===== src/rtl/button_conditioner.sv =====
// ============================================================================
// button_conditioner
// Synchronizes, debounces and edge-detects push-button inputs, with auto-repeat
// strobes on selected bits.
// Revision: 1.0
// ============================================================================
`default_nettype none

module button_conditioner #(
   parameter int               N_BTN        = 10,
   parameter int               TICK_DIV     = 100000,
   parameter int               DB_TICKS     = 10,
   parameter int               REPEAT_DELAY = 500,
   parameter int               REPEAT_RATE  = 100,
   parameter logic [N_BTN-1:0] REPEAT_MASK  = 10'b0000001100
) (
   input  logic             clk_100MHz,
   input  logic             reset,
   input  logic [N_BTN-1:0] btn_raw,
   output logic [N_BTN-1:0] btn_level,
   output logic [N_BTN-1:0] btn_pulse,
   output logic             tick
);

   localparam int TICK_W   = (TICK_DIV > 1) ? $clog2(TICK_DIV) : 1;
   localparam int DB_W     = (DB_TICKS > 0) ? $clog2(DB_TICKS + 1) : 1;
   localparam int HOLD_MAX = (REPEAT_DELAY > REPEAT_RATE) ? REPEAT_DELAY : REPEAT_RATE;
   localparam int HOLD_W   = $clog2(HOLD_MAX + 1);

   localparam logic [TICK_W-1:0] TICK_LAST   = TICK_W'(TICK_DIV - 1);
   localparam logic [DB_W-1:0]   DB_LAST     = DB_W'(DB_TICKS - 1);
   localparam logic [HOLD_W-1:0] HOLD_LAST   = HOLD_W'(REPEAT_DELAY - 1);
   localparam logic [HOLD_W-1:0] HOLD_RELOAD = HOLD_W'(REPEAT_DELAY - REPEAT_RATE);

   logic [TICK_W-1:0] tick_cnt;
   logic [N_BTN-1:0]  sync_meta;
   logic [N_BTN-1:0]  sync_q;

   always_ff @(posedge clk_100MHz) begin
      if (reset) begin
         tick_cnt <= '0;
      end else if (tick_cnt == TICK_LAST) begin
         tick_cnt <= '0;
      end else begin
         tick_cnt <= tick_cnt + 1'b1;
      end
   end

   assign tick = (tick_cnt == TICK_LAST);

   always_ff @(posedge clk_100MHz) begin
      if (reset) begin
         sync_meta <= '0;
         sync_q    <= '0;
      end else begin
         sync_meta <= btn_raw;
         sync_q    <= sync_meta;
      end
   end

   for (genvar i = 0; i < N_BTN; i++) begin : g_bit
      logic [DB_W-1:0] db_cnt;
      logic            level_q;
      logic            pulse_q;
      logic            settle;
      logic            rise;
      logic            fall;
      logic            repeat_hit;

      // Level changes only on the tick that completes DB_TICKS stable samples.
      assign settle = tick && (sync_q[i] != level_q) && (db_cnt == DB_LAST);
      assign rise   = settle && !level_q;
      assign fall   = settle && level_q;

      always_ff @(posedge clk_100MHz) begin
         if (reset) begin
            db_cnt  <= '0;
            level_q <= 1'b0;
         end else if (sync_q[i] == level_q) begin
            db_cnt <= '0;
         end else if (tick) begin
            if (db_cnt == DB_LAST) begin
               level_q <= sync_q[i];
               db_cnt  <= '0;
            end else begin
               db_cnt <= db_cnt + 1'b1;
            end
         end
      end

      if (REPEAT_MASK[i]) begin : g_repeat
         logic [HOLD_W-1:0] hold_cnt;

         // Reloading below REPEAT_DELAY keeps the count bounded for any hold length.
         always_ff @(posedge clk_100MHz) begin
            if (reset) begin
               hold_cnt <= '0;
            end else if (rise || fall) begin
               hold_cnt <= '0;
            end else if (level_q && tick) begin
               if (hold_cnt == HOLD_LAST) begin
                  hold_cnt <= HOLD_RELOAD;
               end else begin
                  hold_cnt <= hold_cnt + 1'b1;
               end
            end
         end

         assign repeat_hit = level_q && tick && !fall && (hold_cnt == HOLD_LAST);
      end else begin : g_no_repeat
         assign repeat_hit = 1'b0;
      end

      always_ff @(posedge clk_100MHz) begin
         if (reset) begin
            pulse_q <= 1'b0;
         end else begin
            pulse_q <= rise || repeat_hit;
         end
      end

      assign btn_level[i] = level_q;
      assign btn_pulse[i] = pulse_q;
   end

endmodule

`default_nettype wire


===== config.mk =====
export PLATFORM = sky130hd
export DESIGN_NAME = button_conditioner
export DESIGN_NICKNAME = d
export VERILOG_FILES = /design/src/rtl/button_conditioner.sv
export SDC_FILE = /design/constraint.sdc
export NUM_CORES = 1
export LEC_CHECK = 0
export CAP_MARGIN = 30
export CORE_ASPECT_RATIO = 1.75
export CORE_UTILIZATION = 35
export CTS_BUF_LIST = sky130_fd_sc_hd__clkbuf_2
export CTS_CLUSTER_DIAMETER = 100
export DETAILED_ROUTE_END_ITERATION = 10
export HOLD_SLACK_MARGIN = 0.05
export SLEW_MARGIN = 20
export SYNTH_ARGS = -nofsm -noshare
export SYNTH_HDL_FRONTEND = slang
export SYNTH_SLANG_ARGS = --single-unit

===== constraint.sdc =====
create_clock -name clk_100MHz -period 1.9 [get_ports clk_100MHz]
set_clock_uncertainty 0.2 [all_clocks]
set_input_delay 0.285 -clock clk_100MHz [delete_from_list [all_inputs] [get_ports clk_100MHz]]
set_output_delay 0.285 -clock clk_100MHz [all_outputs]
set_load 0.005 [all_outputs]

Word-level counts from Yosys, hierarchy flattened
Cells that the tools add are included.
{ "totals": {"ff_bits": 115, "in_bits": 12, "out_inout_bits": 21} }
{ "classes": {"addsub": 13, "n_eq_ne": 33, "n_mux": 12, "bitwise_logic": 10, "reduce_logical": 77} }
{ "op_table": {"columns": ["operator", "count"], "rows": [
  ["4-bit by 1-bit adder with 4-bit output (second input constant)", 10],
  ["4-bit == test (second input constant)", 10],
  ["4-bit two-way mux", 10],
  ["1-bit logical AND", 38],
  ["3-bit AND reduction", 10],
  ["2-bit OR reduction", 13],
  ["9-bit by 1-bit adder with 9-bit output (second input constant)", 2],
  ["9-bit == test (second input constant)", 2],
  ["9-bit two-way mux", 2],
  ["17-bit by 1-bit adder with 17-bit output (second input constant)", 1],
  ["17-bit == test (second input constant)", 1],
  ["1-bit zero test", 12],
  ["1-bit == test", 10],
  ["1-bit inequality test", 10],
  ["1-bit inverter", 10],
  ["1-bit logical OR", 4]
]} }

Depth between registers and ports, before layout
Gate-level depths: netlist of run 1.
{ "logic_depth": {"ltp_word": 8, "mapped_depth": 8, "ltp_nobuf": 6} }

Least setup slack after synthesis of run 1
Ideal clock, no wire load.
{ "synth_timing": {"path_kind": "register to register", "startpoint": "register tick_cnt[0]", "endpoint": "register g_bit[2].g_repeat.hold_cnt[0]", "arrival_ns": 1.805, "required_time_ns": 1.632, "setup_slack_ns": -0.173, "stages_incl_launch_ff": 8, "path_buffers": 2, "period_less_slack_ns": 2.073, "cell_sequence": "dfxtp_1 ha_1 and4_1 buf_2 nand4_4 buf_6 or4_4 a21oi_2"} }
{ "synth_via": {"elab_chain_len": 6, "word_cells_on_any_way": 8, "cone_classes": "1 x eq/ne; 7 x reduce/logical"} }
{ "synth_rtl": {"columns": ["element", "line", "text"], "rows": [
  ["start, declared", "35", "logic [TICK_W-1:0] tick_cnt;"],
  ["start signal, assigned", "45", "tick_cnt <= tick_cnt + 1'b1;"],
  ["17-bit == test *", "49", "assign tick = (tick_cnt == TICK_LAST);"],
  ["1-bit logical AND (2 in series)", "71", "assign settle = tick && (sync_q[i] != level_q) && (db_cnt == DB_LAST);"],
  ["1-bit logical AND (on tied branches)", "72, 73", null],
  ["1-bit logical OR", "98", "end else if (rise || fall) begin"],
  ["2-bit OR reduction (no source line)", null, null],
  ["end signal, assigned", "104", "hold_cnt <= hold_cnt + 1'b1;"],
  ["end, declared", "92", "logic [HOLD_W-1:0] hold_cnt;"]
]} }
Every way passes the cells marked *; elsewhere a longest branch is shown, timed or not.
A chain may end at the register's enable or synchronous reset.

Worst setup path in the final report of run 1
{ "layout_timing": {"startpoint": "register tick_cnt[8]", "endpoint": "register g_bit[2].g_repeat.hold_cnt[6]"} }
Same word-level chain as after synthesis.

==> run metrics, run 1 <==
status finished, violations left; failing checks negative setup slack; number of I/O pins 33; commonest register cell after synthesis sky130_fd_sc_hd__dfxtp_1; vias per cell 5.344; flop and latch count out of synthesis 115; cell leakage power 2.571 nW; aggregate global-route resource usage 17.37%; starting utilization of the core area 36.20%; count of placed standard cells including taps 850; total CTS buffers 17; Crit Path Max Fanout 7; Yosys top cell area share 42.44%; DR vias 4,959; per-instance average area after synthesis 8.639 um^2; first-pass iteration count of the detailed router 4; cell breakdown of the critical path nor4b_4, buf_4, nand4_4, buf_6, buf_8, or4_1, a31oi_1; final non-filler cell total 928; leading cell types by total area after synthesis sky130_fd_sc_hd__dfxtp_1, sky130_fd_sc_hd__a21oi_1, sky130_fd_sc_hd__nand4_1; met2 track demand over resource 31.02%; RSZ-0062 raised after global routing true; number of global-route vias before repair 4,861; RD Place Congestion 0.7901; most used standard cells in the synthesized netlist sky130_fd_sc_hd__dfxtp_1, sky130_fd_sc_hd__a21oi_1, sky130_fd_sc_hd__inv_1; min cycle time layout 2276 ps; Worst EP arrival 2680 ps; CP Launch Type register; fraction of final layout cells with drive strength greater than 1 32.39%; final routed wire length divided by cell count 15.05 um; worst reg-to-reg setup slack -380 ps; overall die area 0.01602 mm^2; peak clock frequency supported by timing 439.4 MHz; crit share post-route 119.8%; maximum cell stage delay along the critical path 470 ps; setup-violating endpoint count in the final report 61; Worst Setup Path Type register to register; Post-Synthesis Net Count 643; CP max stage cell sky130_fd_sc_hd__or4_1; post-synthesis cell count 628; layer with the highest usage after global routing met2; power density over cell area 583.4 mW/mm^2; Max Root-Sink Buffers 2; number of standard-cell rows in the floorplan 59; endpoints failing hold 0; sink count of the clock tree 115; drt first-iter violations 170; Worst Path Required 2300 ps; remaining design rule violation count 0; final count of pins violating max slew 0; clock slew at the register clock pins of the worst setup and hold paths 200 ps; PnR worst setup slack -376.0 ps; Clock Tree Root sky130_fd_sc_hd__clkbuf_2; category of cells accounting for the largest share of critical-path delay simple AND/OR/NAND/NOR gates; global routing met3 resource utilization 3.790%; total power draw 4.338 mW; async set-reset flop share out of synthesis 0%; clock insertion delay at the later pin of the skew report 680 ps; unique cell type count in the Yosys netlist 53; TritonCTS clock tree yes; area growth from synthesis to layout 37.06%; core footprint 0.01499 mm^2; classification of the worst-slack hold path primary input to register; first-pass GRT wire length 21,900 um; Setup crit end kind register; worst max-slew margin expressed relative to the limit 70.08%; Total Wirelength 13,970 um; number of flops mapped to enable cells by yosys 0; count of max-cap constraint violations 0; met1 routing resource usage after global routing 18.84%; final hold slack 194.0 ps; count of synthesis-stage warnings from yosys 0; placed wire-length estimate 8541 um; pin count of the biggest net entering global routing 27; number of nets in the layout 746; remaining global-route overflow 0; maximum resistive drop on vdd 439.9 uV; number of antenna violations at the first check in global routing 1; CP bufs+invs 3; transition time at the pin with the least slew margin 448.8 ps; count of port buffers added during placement 32; most common cell in the synthesized netlist sky130_fd_sc_hd__dfxtp_1; area of the mapped netlist 0.005425 mm^2; die boundary width 96.12 um; sequential share of the synthesized area 42.44%; number of routed nets with antenna violations 0; Vert. Die Dim 166.7 um; library cell occupying the most area in the post-synthesis netlist sky130_fd_sc_hd__dfxtp_1; CTS H-Tree Depth 4
## path summary, 6_finish.rpt
path	from	to	cells after the start
setup / recovery	tick_cnt[8]$_SDFF_PP0_	g_bit[2].g_repeat.hold_cnt[6]$_SDFFE_PP0N_	7
hold / removal	reset	sync_q[3]$_SDFF_PP0_	3
hold reg to reg	sync_meta[3]$_SDFF_PP0_	sync_q[3]$_SDFF_PP0_	1
setup reg to reg	tick_cnt[8]$_SDFF_PP0_	g_bit[2].g_repeat.hold_cnt[6]$_SDFFE_PP0N_	7
## worst register-to-register path: stages (launching register included)
cell and delay (ps):
sky130_fd_sc_hd__dfxtp_2 380, sky130_fd_sc_hd__nor4b_4 360, sky130_fd_sc_hd__buf_4 190, sky130_fd_sc_hd__nand4_4 150, sky130_fd_sc_hd__buf_6 160, sky130_fd_sc_hd__buf_8 130
sky130_fd_sc_hd__or4_1 470, sky130_fd_sc_hd__a31oi_1 160
## power breakdown
| group | internal, mW | switching, mW |
|---|---|---|
| logic | 0.109 | 0.0810 |
| registers | 2.44 | 0.0133 |
| clock network | 0.731 | 0.968 |
## cell usage in the layout, fill, tap and decap left out, drive strengths merged, types with 2 or more instances in the layout
master         synthesis  routed
and3                   5       5
nand4b                 4       4
nor2b                 21      21
or2                    6       6
clkbuf                25      22
clkdlybuf4s50          0      11
clkinv                 0       7
nand3b                 4       4
nand2b                 6       6
nor3                  15      15
dlygate4sd2            0      19
nand2                 29      29
o21a                   2       2
and4                   7       7
a211oi                 8       8
dfxtp                115     115
ha                     3       3
xor2                  12      12
nand3                 35      35
or3                   19      19
a31oi                  5       5
nand4                 33      33
buf                   36      99
a21oi                 49      49
o311ai                 6       6
or4                    8       8
bufinv                 0       3
a311o                 10      10
o21ai                 29      29
nor3b                 10      10
a31o                  10      10
clkinvlp               0       3
nor2                  31      31
inv                   40      41
dlygate4sd3            0      10
nor4b                  2       2
and4bb                 2       2
xnor2                 21      21
nor4                   2       2
o31ai                 12      12
## state kept, by name (all words and copies together) (netlist names)
name and count:
g_bit.level_q 10, g_bit.db_cnt 40, sync_q 10, g_bit.pulse_q 10, g_bit.g_repeat.hold_cnt 18, sync_meta 10
tick_cnt 17
## final cells by class
cell class              instances  area, um^2
fillers                      1383        7550
multi-input cells             412        3032
flip-flops and latches        115        2331
repair buffers                145        1439
well taps                     183       229.0
clock inverters                14       162.7
inverters                      40       150.1
clock buffers                  18       90.09
diodes                          1       2.502
## metal layers
metal	share of wire, %	wire length, um	up-vias
met4	3.0	414	0
li1	-	-	2444
met5	0	0	-
met2	55	7640	92
met1	40	5520	2390
met3	2.8	396	33
## cell families (layout without fill, tap and decap cells)
logic type / count (synthesis) / after routing / synth area share, %
buffers and inverters: 101 / 217 / 8.810
other: 0 / 1 / 0
DFF: 115 / 115 / 42.44
and+or+nand+nor: 241 / 241 / 26.25
xor gates and xnor gates: 33 / 33 / 5.328
muxes: 1 / 1 / 0.1845
adders and majority gates: 3 / 3 / 0.6920
AOI/OAI and AO/OA: 134 / 134 / 16.31
## through the flow
stage	util, %	setup TNS (ps)	worst slack (ps)	area, um^2
after floorplan	-	0	11.96	5446
after global placement	41.60	-994.0	-99.91	6235
after detailed placement	41.60	-3031	-143.3	6235
after CTS	47.92	-8797	-370.4	7181
after global routing	49.62	-14770	-456.2	7436
final	49.62	-9873	-376.0	7436
## what timing repair did
| action | in CTS | in global routing |
|---|---|---|
| setup endpoints to repair | 83 | 92 |
| pin swaps | 47 | 30 |
| hold endpoints to repair | 10 | 0 |
| buffers inserted | 24 | 9 |
| resized for setup | 116 | 54 |
| gates cloned | 7 | 5 |
| hold buffers | 10 | 0 |
No activity file was read; power rests on OpenSTA's default activity.
==> run 2, diff against run 1 <==
CAP_MARGIN = 25   (was 30)
==> results of run 2 <==
Same layout as run 1: the final DEF is identical, and so are final timing and power.
